<file path="src/rtl/inst_fetch_prefetch.sv">
// -----------------------------------------------------------------------------
// inst_fetch_prefetch
//
// Instruction-fetch front end. Owns the fetch PC, presents the word address to
// the instruction SRAM controller and captures the returned word in the same
// cycle into a small prefetch FIFO of {pc, inst[, exc]} entries. Decode pops
// the FIFO head. A redirect flushes the FIFO and restarts fetch at a new PC.
//
// Parameters:
//   DEPTH     FIFO entries (power of two, 2..16)
//   RESET_PC  fetch PC after reset
//
// Ports:
//   clk           system clock, rising edge
//   rst           synchronous active-high reset
//   ramAddr_o     word address to SRAM controller (fetch PC [21:2])
//   instData_i    instruction word for ramAddr_o, valid in the same cycle
//   ramBusy_i     SRAM borrowed by the memory stage; instData_i is invalid
//   redirect_i    flush the FIFO and restart fetch
//   redirectPc_i  new fetch PC, sampled while redirect_i = 1
//   instValid_o   FIFO head valid
//   inst_o        FIFO head instruction
//   pc_o          FIFO head PC
//   excAddr_o     FIFO head carries a fetch address-error flag
//                 (only when IF_ADDR_ERR_EN is defined)
//   instReady_i   decode accepts the head this cycle
//
// Optional feature macro: IF_ADDR_ERR_EN
//   Defined:   a misaligned redirect target produces one error entry
//              (inst = 0, exc = 1) and halts fetch until the next redirect.
//   Undefined: redirect targets are silently word-aligned.
//
// Handshake: the head entry transfers on every rising edge where
// instValid_o = 1 and instReady_i = 1. instValid_o never depends on
// instReady_i, and a transfer coinciding with redirect_i is discarded
// (decode flushes in that same cycle).
// -----------------------------------------------------------------------------
module inst_fetch_prefetch #(
    parameter int          DEPTH    = 4,
    parameter logic [31:0] RESET_PC = 32'h8000_0000
) (
    input  logic        clk,
    input  logic        rst,
    output logic [19:0] ramAddr_o,
    input  logic [31:0] instData_i,
    input  logic        ramBusy_i,
    input  logic        redirect_i,
    input  logic [31:0] redirectPc_i,
    output logic        instValid_o,
    output logic [31:0] inst_o,
    output logic [31:0] pc_o,
`ifdef IF_ADDR_ERR_EN
    output logic        excAddr_o,
`endif
    input  logic        instReady_i
);

    localparam int PW = $clog2(DEPTH);
    localparam int CW = PW + 1;

    logic [31:0]    fetch_pc_q, fetch_pc_d;
    logic [PW-1:0]  rd_ptr_q, rd_ptr_d;
    logic [PW-1:0]  wr_ptr_q, wr_ptr_d;
    logic [CW-1:0]  count_q, count_d;
    logic [31:0]    pc_mem_q   [DEPTH];
    logic [31:0]    inst_mem_q [DEPTH];

    logic           halted;
    logic           err_pend;
    logic           full;
    logic           push;
    logic           pop;
    logic [31:0]    wr_inst;

`ifdef IF_ADDR_ERR_EN
    logic             halted_q, halted_d;
    logic             err_pend_q, err_pend_d;
    logic [DEPTH-1:0] exc_mem_q;

    assign halted   = halted_q;
    assign err_pend = err_pend_q;
`else
    assign halted   = 1'b0;
    assign err_pend = 1'b0;
`endif

    assign full        = (count_q == CW'(DEPTH));
    assign instValid_o = (count_q != '0);
    assign pop         = instValid_o & instReady_i;
    // A full FIFO still accepts a push when the head leaves in the same cycle,
    // which keeps throughput at one word per cycle.
    assign push        = !redirect_i && !ramBusy_i && !halted && (!full || pop);

    // The error entry carries no instruction; the SRAM word is ignored.
    assign wr_inst     = err_pend ? 32'h0 : instData_i;

    assign ramAddr_o   = fetch_pc_q[21:2];
    assign inst_o      = inst_mem_q[rd_ptr_q];
    assign pc_o        = pc_mem_q[rd_ptr_q];
`ifdef IF_ADDR_ERR_EN
    assign excAddr_o   = exc_mem_q[rd_ptr_q];
`endif

    always_comb begin
        fetch_pc_d = fetch_pc_q;
        rd_ptr_d   = rd_ptr_q;
        wr_ptr_d   = wr_ptr_q;
        count_d    = count_q;
        if (redirect_i) begin
            rd_ptr_d   = '0;
            wr_ptr_d   = '0;
            count_d    = '0;
            fetch_pc_d = redirectPc_i & 32'hFFFF_FFFC;
`ifdef IF_ADDR_ERR_EN
            // Keep the misaligned PC so the error entry reports it verbatim.
            if (redirectPc_i[1:0] != 2'b00) begin
                fetch_pc_d = redirectPc_i;
            end
`endif
        end else begin
            if (push) begin
                wr_ptr_d = wr_ptr_q + PW'(1);
            end
            // The error push halts fetch, so the PC stays on the bad address.
            if (push && !err_pend) begin
                fetch_pc_d = fetch_pc_q + 32'd4;
            end
            if (pop) begin
                rd_ptr_d = rd_ptr_q + PW'(1);
            end
            case ({push, pop})
                2'b10:   count_d = count_q + CW'(1);
                2'b01:   count_d = count_q - CW'(1);
                default: count_d = count_q;
            endcase
        end
    end

`ifdef IF_ADDR_ERR_EN
    always_comb begin
        halted_d   = halted_q;
        err_pend_d = err_pend_q;
        if (redirect_i) begin
            halted_d   = 1'b0;
            err_pend_d = (redirectPc_i[1:0] != 2'b00);
        end else if (push && err_pend_q) begin
            halted_d   = 1'b1;
            err_pend_d = 1'b0;
        end
    end
`endif

    always_ff @(posedge clk) begin
        if (rst) begin
            fetch_pc_q <= RESET_PC;
            rd_ptr_q   <= '0;
            wr_ptr_q   <= '0;
            count_q    <= '0;
            for (int i = 0; i < DEPTH; i++) begin
                pc_mem_q[i]   <= '0;
                inst_mem_q[i] <= '0;
            end
        end else begin
            fetch_pc_q <= fetch_pc_d;
            rd_ptr_q   <= rd_ptr_d;
            wr_ptr_q   <= wr_ptr_d;
            count_q    <= count_d;
            if (push) begin
                pc_mem_q[wr_ptr_q]   <= fetch_pc_q;
                inst_mem_q[wr_ptr_q] <= wr_inst;
            end
        end
    end

`ifdef IF_ADDR_ERR_EN
    always_ff @(posedge clk) begin
        if (rst) begin
            halted_q   <= 1'b0;
            err_pend_q <= 1'b0;
            exc_mem_q  <= '0;
        end else begin
            halted_q   <= halted_d;
            err_pend_q <= err_pend_d;
            if (push) begin
                exc_mem_q[wr_ptr_q] <= err_pend_q;
            end
        end
    end
`endif

endmodule

</file>
<file path="config.mk">
export PLATFORM = sky130hd
export DESIGN_NAME = inst_fetch_prefetch
export DESIGN_NICKNAME = d
export VERILOG_FILES = /design/src/rtl/inst_fetch_prefetch.sv
export SDC_FILE = /design/constraint.sdc
export NUM_CORES = 1
export LEC_CHECK = 0
export CAP_MARGIN = 20
export CORE_MARGIN = 2
export CORE_UTILIZATION = 34
export CTS_CLUSTER_SIZE = 10
export DETAILED_ROUTE_END_ITERATION = 6
export HOLD_SLACK_MARGIN = 0.05
export SYNTH_ARGS = -nofsm -noshare
export SYNTH_HDL_FRONTEND = slang
export SYNTH_SLANG_ARGS = --single-unit
</file>
<file path="constraint.sdc">
create_clock -name clk -period 9.15 [get_ports clk]
set_input_delay 1.3725 -clock clk [delete_from_list [all_inputs] [get_ports clk]]
set_output_delay 1.3725 -clock clk [all_outputs]
set_load 0.005 [all_outputs]
</file>
# Yosys cells after proc, flatten, opt, wreduce, memory -nomap -nowiden
# Memory sizes are Yosys's and may differ from the RTL's. A register that Yosys moved wholly into a read port is not among the register bits.
# Cells that the tools add are included.
[op_classes]
n_addsub = 5
eq_ne = 3
n_mux = 18
n_bitwise = 1
n_reduce_logical = 12
[op_table]
columns = ["operator", "n"]
rows = [
  ["2-to-1 mux 32 bit", 4],
  ["OR reduction 32 bit", 2],
  ["adder 32 x 3 -> 32 bit (second input constant)", 1],
  ["2-to-1 mux 2 bit", 6],
  ["2-to-1 mux 1 bit", 7],
  ["case mux 3 bit (2 select lines)", 1],
  ["adder 2 x 1 -> 2 bit (second input constant)", 2],
  ["nonzero test 2 bit", 2],
  ["adder 3 x 1 -> 3 bit (second input constant)", 1],
  ["equality test 3 bit (second input constant)", 1],
  ["logical NOT 1 bit", 3],
  ["nonzero test 3 bit", 1],
  ["subtractor 3 x 1 -> 3 bit (second input constant)", 1],
  ["equality test 2 x 1 -> 1 bit (second input constant)", 1],
  ["equality test 2 bit (second input constant)", 1],
  ["logical AND 1 bit", 2],
  ["OR reduction 2 bit", 1],
  ["AND 1 bit", 1],
  ["logical OR 1 bit", 1],
]
[totals]
regBits = 39
ram_bits = 256
input_bits = 69
word_cells = 46
memories = 2
[memory_table]
columns = ["memory", "words", "width", "read_ports", "rd_clocked_by_memory_dff", "wr", "line", "source"]
rows = [
  ["inst_mem_q", 4, 32, 1, 1, 4, "66", "logic [31:0] inst_mem_q [DEPTH];"],
  ["pc_mem_q", 4, 32, 1, 1, 4, "65", "logic [31:0] pc_mem_q [DEPTH];"],
]

# Logic depth before layout (Yosys ltp)
[depth]
word_depth = 9
depth_mapped = 7
mapped_depth_nobuf = 7

# Worst setup path before layout
# OpenSTA, ideal clock, no wires.
[synth_timing]
path_type = "input to register"
from = "input redirect_i"
to = "memory inst_mem_q[0][0], enable pin"
arrival_ns = 6.608
slack_ns = 1.969
cell_stages = 5
path_buffers = 2
cell_sequence = "clkbuf_1 -> inv_1 -> nand3_4 -> buf_4 -> o31ai_1"
[synth_lines]
columns = ["item", "line", "source"]
rows = [
  ["from (decl)", "47", "input logic redirect_i,"],
  ["to (decl)", "66", ""],
]

==> out/qor.yml <==
grt_setup_unrepaired: "false"
fin_area_sq_um: 15900
drc: 0
syn_to_final_growth_pct: 22.2
fp-row-count: 71
holdPathStages: 2
die_w_um: 200
cts_tree: "yes"
grt_pass1_wl_um: 51000
grt_start_max_net_pins: 73
post-route-min-period_ns: 4.52
status: "finished clean"
place_congestion: 0.754
fin_crit_sh: 0.494
async_flop_share: 0
initial_core_util: 0.345
drive_gt1_frac: 0.139
p_sw_mw: 0.667
worstMarginPinSlew_ns: 1.09
crit_buf_inv: 2
r2r-end: "pc_mem_q[2][5]"
fin_ws_ns: 4.63
clkTransAtPathRegs_ns: 0.05
slowest_delay_ns: 0.79
htreeDepth: 2
routed_wl_um: 33700
worstSkewPairLatency_ns: 0.51
top_layer_used: "met4"
path_class: "register to output port"
yosysWarnings: 0
drtAntennaViolNets: 0
worst_ep_arrival_time_ns: 3.15
diodes: 0
synth_top_area_cell: "edfxtp_1"
num-nets-final: 1090
power.total_mw: 3.00
avgSynthCellArea_sq_um: 14.3
peakVddDrop_v: 0.0000937
synth_top_cells_by_count: "edfxtp_1, and2_1, and3_1"
dpl-instance-area_sq_um: 14900
whs_endpoint: "rd_ptr_q[1]"
slew_headroom: 0.270
port_buffers: 149
postCtsHoldBufs: 0
grt-ovfl-total: 0
power.leakage_nw: 5.70
grt_pass1_vias: 8341
yosys_most_used_dff: "edfxtp_1"
ys_ff_latch: 287
vias: 7920
path_delay_family: "buffers and inverters"
crit_path_top_delay_cell: "buf_4"
startpoint_type: "register"
wl_met1_um: 14700
seq_area_frac_synth: 0.633
dpl.hpwl_um: 18800
coreArea_sq_um: 37700
drt_iter0_drc: 529
finClkSkew_ns: 0.0198
syn_area_sq_um: 13000
die_h_um: 200
fmax_mhz: 221
r2r_slack_ns: 6.21
first_pass_iters: 4
p_clk_frac: 0.416
wl_met3_um: 1770
path_cells: "buf_4, mux4_2, clkdlybuf4s50_1"
p_seq_frac: 0.506
power_per_cell_area_nw_per_um2: 189
synth_cells: 907
antenna_found_initial: 0
fin_tns_setup_ns: 0
reg2reg_depth: 6
cts_made_buffers: 35
swShare: 0.222
n_fill_cell: 3521
cts.sinks: 287
grt_use_total: 0.172
yosysMostFrequentCell: "edfxtp_1"
path_max_fanout: 41
clockBufferDepth: 3
hp-start: "rd_ptr_q[1]"
min_path_type: "register to register"
cts_resized: 0
cts_root_buf: "clkbuf_16"
dieArea_sq_um: 39800
wl_met2_um: 16700
yosys.area.top_type_share: 0.573
required_ns: 7.78
avgViaCountPerCell: 5.11
setup_viol: 0
io_pins: 154
finalHoldViolCount: 0
synthTopCellsByArea: "edfxtp_1, mux4_2, and2_1, dfxtp_1, and3_1"
p_int_mw: 2.33
cts_setup_buffers: 0
drv_cap: 0
post-place-ws_ns: 4.39
finalMaxSlewViolations: 0
rr_startpoint: "count_q[0]"
wl_per_cell_um: 21.8
power_frac_comb: 0.078
synth.distinct_cells: 56
path_depth: 3
synth_edf_count: 248
endpoint_kind: "output port"
==> through the flow <==
step | hold slack [ns] | util | std cells
after floorplan | 0.485 | - | 908
final | 0.526 | 0.422 | 1550
after CTS | 0.533 | 0.422 | 1550
after global routing | 0.545 | 0.422 | 1550
after global placement | 0.507 | 0.395 | 1493
after detailed placement | 0.517 | 0.395 | 1493
==> routing by layer <==
metal | vias to the layer above | track usage
met5 | - | 0
met1 | 4026 | 0.231
met3 | 41 | 0.0280
li1 | 3614 | -
met4 | 0 | 0.0392
met2 | 239 | 0.291
==> power groups by stage <==
stage	clock network, mW	registers, mW	logic [mW]
after floorplan	0	1.54	0.117
after global placement	0	1.54	0.237
after detailed placement	0	1.55	0.239
after CTS	1.27	1.52	0.240
after global routing	1.33	1.52	0.254
final	1.25	1.52	0.234
==> worst min-delay path, delay by kind of cell (launching register included) <==
| family | cells | cell delay [ns] |
|---|---|---|
| xor+xnor | 1 | 0.06 |
| flops | 1 | 0.32 |
| simple gates | 1 | 0.10 |
==> flip-flops by register name, indices dropped and copies added, names as in the netlist, named ones only <==
register and count:
inst_mem_q 128, fetch_pc_q 30, count_q 3, rd_ptr_q 2, wr_ptr_q 2, pc_mem_q 120
==> cell type report <==
| type | count | area [sq um] | share of cell area |
|---|---|---|---|
| Sequential cell | 287 | 8240 | 0.519 |
| Inverter | 9 | 33.8 | 0.00213 |
| Timing Repair Buffer | 164 | 1600 | 0.101 |
| Clock inverter | 5 | 36.3 | 0.00228 |
| Multi-Input combinational cell | 522 | 4360 | 0.275 |
| Tap cell | 511 | 639 | 0.0403 |
| Clock buffer | 52 | 971 | 0.0611 |
==> placed cells by master (no fill, tap or decap), types with 6 or more instances in the layout <==
cell | synthesis | final
and3_1 | 71 | 71
a21oi_1 | 24 | 24
clkbuf_1 | 50 | 15
buf_4 | 24 | 15
nand4_1 | 14 | 14
xor2_1 | 12 | 12
o22ai_1 | 9 | 9
dfxtp_1 | 39 | 37
a31oi_1 | 7 | 7
inv_1 | 9 | 8
nand2_1 | 21 | 21
clkdlybuf4s50_1 | 0 | 149
nor4_1 | 6 | 6
mux4_2 | 62 | 62
nand3_1 | 17 | 17
clkbuf_16 | 0 | 36
nor2_1 | 27 | 27
and2_1 | 180 | 180
edfxtp_1 | 248 | 248
==> worst max-delay path by stage <==
stage | startpoint | end | slack [ns]
detailed placement | rst | pc_mem_q[2][15] | 4.39
finish | register | pc_o[18] | 4.63
global route | register | pc_o[18] | 4.37
CTS | register | pc_o[25] | 4.51
global placement | rst | inst_mem_q[1][12] | 4.39
floorplan | redirect_i | inst_mem_q[0][0] | 1.97
==> cells by family after synthesis <==
family,synth area share
AO/OA/AOI/OAI,0.0366
XOR/XNOR,0.0108
adder cells (fa/ha/maj),0.00250
buffers and inverters,0.0368
flip-flops,0.633
multiplexers,0.108
other,0.000288
AND/OR/NAND/NOR,0.172
(Power assumes the default switching activity.)
